$ cat src/rtl/lookahead_seq_adder_if.sv
// lookahead_seq_adder_if: operand/result handshakes plus the 4-bit external adder link.
interface lookahead_seq_adder_if #(parameter int NSLICE = 4);
    localparam int W = 4 * NSLICE;
    logic         in_valid;
    logic         in_ready;
    logic [W-1:0] A;
    logic [W-1:0] B;
    logic         cin;
    logic [3:0]   nib_a;
    logic [3:0]   nib_b;
    logic         nib_cin;
    logic [3:0]   nib_s;
    logic         nib_cout;
    logic         out_valid;
    logic         out_ready;
    logic [W-1:0] S;
    logic         cout;
    logic         ovf;
    modport master (
        output in_valid, A, B, cin, out_ready, nib_s, nib_cout,
        input  in_ready, nib_a, nib_b, nib_cin, out_valid, S, cout, ovf
    );
    modport slave (
        input  in_valid, A, B, cin, out_ready, nib_s, nib_cout,
        output in_ready, nib_a, nib_b, nib_cin, out_valid, S, cout, ovf
    );
endinterface

$ cat src/rtl/lookahead_seq_adder.sv
// lookahead_seq_adder: W-bit adder built by streaming 4-bit slices, LSB first,
// through an external combinational lookahead adder, one slice per cycle.
module lookahead_seq_adder #(
    parameter int NSLICE = 4
) (
    input logic                 Clk,
    input logic                 Reset_n,
    lookahead_seq_adder_if.slave bus
);
    localparam int W  = 4 * NSLICE;
    localparam int CW = NSLICE > 1 ? $clog2(NSLICE) : 1;

    typedef enum logic [1:0] {IDLE, ADD, DONE} state_t;

    state_t        state, next;
    logic [CW-1:0] cnt;
    logic [W-1:0]  a_r, b_r, a_sh, b_sh;
    logic          cin_r, carry, last;

    assign a_sh = a_r >> {cnt, 2'b00};
    assign b_sh = b_r >> {cnt, 2'b00};
    assign last = cnt == CW'(NSLICE - 1);

    always_comb begin
        next          = state;
        bus.in_ready  = 1'b0;
        bus.out_valid = 1'b0;
        bus.nib_a     = 4'd0;
        bus.nib_b     = 4'd0;
        bus.nib_cin   = 1'b0;
        case (state)
            IDLE: begin
                bus.in_ready = 1'b1;
                if (bus.in_valid) next = ADD;
            end
            ADD: begin
                bus.nib_a   = a_sh[3:0];
                bus.nib_b   = b_sh[3:0];
                bus.nib_cin = cnt == '0 ? cin_r : carry;
                if (last) next = DONE;
            end
            DONE: begin
                bus.out_valid = 1'b1;
                if (bus.out_ready) next = IDLE;
            end
            default: next = IDLE;
        endcase
    end

    always_ff @(posedge Clk or negedge Reset_n)
        if (!Reset_n) state <= IDLE;
        else          state <= next;

    always_ff @(posedge Clk or negedge Reset_n) begin
        if (!Reset_n) begin
            cnt      <= '0;
            a_r      <= '0;
            b_r      <= '0;
            cin_r    <= 1'b0;
            carry    <= 1'b0;
            bus.S    <= '0;
            bus.cout <= 1'b0;
            bus.ovf  <= 1'b0;
        end else if (state == IDLE && bus.in_valid) begin
            a_r   <= bus.A;
            b_r   <= bus.B;
            cin_r <= bus.cin;
            cnt   <= '0;
        end else if (state == ADD) begin
            bus.S[{cnt, 2'b00} +: 4] <= bus.nib_s;
            carry <= bus.nib_cout;
            cnt   <= cnt + 1'b1;
            // carry into the sign bit is a^b^s there, so ovf = that ^ carry out
            if (last) begin
                bus.cout <= bus.nib_cout;
                bus.ovf  <= a_r[W-1] ^ b_r[W-1] ^ bus.nib_s[3] ^ bus.nib_cout;
            end
        end
    end
endmodule
$ cat src/flat_wrapper.sv
// flat-port wrapper written by rule: the top's interface ports become plain ports
module lookahead_seq_adder_flat 
#(
    parameter int NSLICE = 4
)
  (Clk, Reset_n, bus_in_valid, bus_A, bus_B, bus_cin, bus_out_ready, bus_nib_s, bus_nib_cout, bus_in_ready, bus_nib_a, bus_nib_b, bus_nib_cin, bus_out_valid, bus_S, bus_cout, bus_ovf);
  lookahead_seq_adder_if #(.NSLICE(NSLICE)) bus_i ();
  input logic Clk;
  input logic Reset_n;
  input wire logic [$bits(bus_i.in_valid)-1:0] bus_in_valid;
  input wire logic [$bits(bus_i.A)-1:0] bus_A;
  input wire logic [$bits(bus_i.B)-1:0] bus_B;
  input wire logic [$bits(bus_i.cin)-1:0] bus_cin;
  input wire logic [$bits(bus_i.out_ready)-1:0] bus_out_ready;
  input wire logic [$bits(bus_i.nib_s)-1:0] bus_nib_s;
  input wire logic [$bits(bus_i.nib_cout)-1:0] bus_nib_cout;
  output wire logic [$bits(bus_i.in_ready)-1:0] bus_in_ready;
  output wire logic [$bits(bus_i.nib_a)-1:0] bus_nib_a;
  output wire logic [$bits(bus_i.nib_b)-1:0] bus_nib_b;
  output wire logic [$bits(bus_i.nib_cin)-1:0] bus_nib_cin;
  output wire logic [$bits(bus_i.out_valid)-1:0] bus_out_valid;
  output wire logic [$bits(bus_i.S)-1:0] bus_S;
  output wire logic [$bits(bus_i.cout)-1:0] bus_cout;
  output wire logic [$bits(bus_i.ovf)-1:0] bus_ovf;
  assign bus_i.in_valid = bus_in_valid;
  assign bus_i.A = bus_A;
  assign bus_i.B = bus_B;
  assign bus_i.cin = bus_cin;
  assign bus_i.out_ready = bus_out_ready;
  assign bus_i.nib_s = bus_nib_s;
  assign bus_i.nib_cout = bus_nib_cout;
  assign bus_in_ready = bus_i.in_ready;
  assign bus_nib_a = bus_i.nib_a;
  assign bus_nib_b = bus_i.nib_b;
  assign bus_nib_cin = bus_i.nib_cin;
  assign bus_out_valid = bus_i.out_valid;
  assign bus_S = bus_i.S;
  assign bus_cout = bus_i.cout;
  assign bus_ovf = bus_i.ovf;
  lookahead_seq_adder #(.NSLICE(NSLICE)) u_core (.Clk(Clk), .Reset_n(Reset_n), .bus(bus_i));
endmodule
$ cat config.mk
export PLATFORM = sky130hd
export DESIGN_NAME = lookahead_seq_adder_flat
export DESIGN_NICKNAME = d
export VERILOG_FILES = /design/src/rtl/lookahead_seq_adder_if.sv /design/src/rtl/lookahead_seq_adder.sv /design/src/flat_wrapper.sv
export SDC_FILE = /design/constraint.sdc
export NUM_CORES = 1
export LEC_CHECK = 0
export CAP_MARGIN = 20
export CELL_PAD_IN_SITES_DETAIL_PLACEMENT = 0
export CELL_PAD_IN_SITES_GLOBAL_PLACEMENT = 1
export CORE_ASPECT_RATIO = 1.2
export CORE_UTILIZATION = 25
export CTS_CLUSTER_SIZE = 28
export DETAILED_ROUTE_END_ITERATION = 7
export PLACE_DENSITY = 0.58
export SLEW_MARGIN = 40
export SYNTH_ARGS = -nofsm -noshare
export SYNTH_HDL_FRONTEND = slang
export SYNTH_SLANG_ARGS = --single-unit
$ cat constraint.sdc
create_clock -name Clk -period 3.3 [get_ports Clk]
set_input_delay 0.495 -clock Clk [delete_from_list [all_inputs] [get_ports Clk]]
set_output_delay 0.495 -clock Clk [all_outputs]
set_load 0.01 [all_outputs]
==> reports/metrics.cfg <==
[timing]
final.period_utilization = 0.807
hold_viol = 0
skew_ns = 0.00413
rsz0062_at_grt = no
setup_tns_ns = 0
clock.fmax_mhz = 375
worstMarginPinSlew_ns = 0.516
slew_headroom = 0.656
post-route-min-period_ns = 2.66
setup_ws_ns = 0.637
setup_viol = 0
drv_slew = 0

[power_and_ir_drop]
pwr-share-clk = 0.166
power.switching_w = 0.00111
p_int_w = 0.00236
p_per_area_mw_per_mm2 = 966
swShare = 0.321
pwr-share-comb = 0.482
leakagePower_nw = 1.46
vdd_drop_max_uv = 342
p_seq_frac = 0.352

[run_status]
status = completed

[route]
drc_errors = 0
post_drt_wl_per_cell_um = 15.2
wl_mm = 5.87
firstDrtPassIters = 4
antenna_left = 0
dr_total_vias = 1718
via_per_inst = 4.45
drt_iter0_markers = 43

[yosys]
yosysWarnings = 0
synthesis.instances = 188
synth_area_leader_cell = dfrtp_1
synth_nets = 236
synth.avg_cell_area_sq_um = 13.9
synth-edff-count = 0
synth_area_leaders = dfrtp_1 54%, mux2_2 15%, mux4_2 4.3%
ys.flop_type = dfrtp_1
syn_area_sq_mm = 0.00262
async_flop_share = 1.00
ys_types = 32
ys_seq_area_frac = 0.536
synth_seq_cells = 56
synth_top_area_share = 0.536

[setup_path]
crit_type = reg -> out
crit_required_ns = 2.80
cp_max_fo = 12
critPathLaunchType = register
arrival_ns = 2.17
crit_path_end_kind = output pin

[final_layout]
num-fill-cells = 1026
final_cell_mix = 69 x clkdlybuf4s50_1, 56 x dfrtp_1, 35 x mux2_2, 22 x nand2_1, 8 x and2_1
area_delta_synth_final_pct = 37.3
regArea_sq_mm = 0.00140
fin_nets = 309
multi_input_area_sq_mm = 0.00113
layout-drive-gt1-share = 0.219
layout_commonest_cell = clkdlybuf4s50_1
diodes = 0

[die]
core_sq_mm = 0.0101
die_area_sq_mm = 0.0109
die_y_um = 114
start_util = 0.259
placementRows = 40
io_pins = 71
die_x_um = 95.4

[global_route]
grt_max_degree = 39
grt_pass1_vias = 1824
grt_pass1_wl_mm = 9.65
grt_overflow = 0
grt_usage = 0.117
antenna_found_initial = 0

[cts]
clkSinkCount = 56
cts_inserted_buffers = 5
clock-root-buffer = clkbuf_16
clk_latency_ns = 0.28
ctsResizeCount = 0
clkTransAtPathRegs_ns = 0.07
clockBufferDepth = 2
ctsHoldBuffers = 0
post_cts_buffers = 0
cts-htree-levels = 2
cts_tree = yes

[placed_design]
pre_cts_slack_ns = 0.939
dp.final_hpwl_mm = 4.29
numPortBuffers = 70
place_congestion = 0.675

[job]
cap_viol_max_count = 0

[worst_hold_path]
min_path_type = in -> async

## critical path, cell delays in order (launching register included)
cell and delay (ns):
dfrtp_1 0.38, buf_4 0.19, inv_1 0.17, ha_1 0.34, mux2i_1 0.11, nor2_1 0.14, clkdlybuf4s50_1 0.56
## Yosys cell counts (all sizes together) (3+ instances only)
| cell type | instances |
|---|---|
| dfrtp | 56 |
| mux2 | 35 |
| nand2 | 22 |
| and2 | 8 |
| mux4 | 8 |
| a22o | 7 |
| buf | 7 |
| o21ai | 7 |
| ha | 6 |
| nand2b | 4 |
| nand3b | 4 |
| inv | 3 |
| o41ai | 3 |
## path summary, 6_finish.rpt
path                            startpoint               to  slack (ns)  depth (start not counted)
max in group asynchronous          Reset_n     u_core.carry        2.48                          2
min in group Clk           u_core.bus.S[7]  u_core.bus.S[7]        0.48                          2
min                                Reset_n  u_core.bus.S[3]        0.17                          1
max                          u_core.cnt[0]      bus_nib_cin        0.64                          6
max reg2reg                  u_core.cnt[0]  u_core.bus.S[1]        1.37                          6
min reg2reg                u_core.bus.S[7]  u_core.bus.S[7]        0.48                          2
## logic make-up (layout without fill, tap and decap cells)
group,Yosys count,after routing,share of synthesized area
simple gates,48,48,0.110
mux,44,44,0.228
flops,56,56,0.536
compound gates,19,19,0.0526
fa+ha+maj,6,6,0.0287
xor+xnor,3,3,0.0100
buf+inv,12,84,0.0349
## sequential cells by signal (all words and copies together), names as in the netlist
name,cells
u_core.bus.ovf,1
u_core.bus.cout,1
u_core.carry,1
u_core.bus.S,16
u_core.state,2
u_core.b_r,16
u_core.cnt,2
u_core.cin_r,1
u_core.a_r,16
## per-stage QoR
| step | std cells | total power, W | hold slack [ns] | util | cell area (sq um) |
|---|---|---|---|---|---|
| 3_5_place_dp | 380 | 0.00295 | 0.478 | 0.340 | 3440 |
| 5_1_grt | 386 | 0.00374 | 0.212 | 0.355 | 3590 |
| 4_1_cts | 386 | 0.00353 | 0.188 | 0.355 | 3590 |
| 3_3_place_gp | 380 | 0.00293 | 0.470 | 0.340 | 3430 |
| 2_1_floorplan | 188 | 0.00227 | 0.199 | - | 2620 |
| 6_report | 386 | 0.00347 | 0.171 | 0.355 | 3590 |
## power by group through the flow
stage          clock network [W]  registers, W  logic [W]
6_report                0.000576       0.00122    0.00167
3_5_place_dp                   0       0.00124    0.00170
3_3_place_gp                   0       0.00123    0.00170
4_1_cts                 0.000598       0.00123    0.00171
2_1_floorplan                  0       0.00123    0.00104
5_1_grt                 0.000626       0.00127    0.00184
## routing by layer
layer | part of all wire | GRT usage
met1 | 0.43 | 0.143
met2 | 0.52 | 0.202
met3 | 0.049 | 0.0279
met4 | 0.0063 | 0.0328
met5 | 0 | 0
## layout make-up
type                            instances  area share
Clock buffer                            5      0.0348
Clock inverter                          1     0.00836
Inverter                                3     0.00314
Multi-Input combinational cell        120       0.315
Sequential cell                        56       0.390
Tap cell                              126      0.0439
Timing Repair Buffer                   75       0.205
Note: power is estimated with default switching activity, not from simulation.
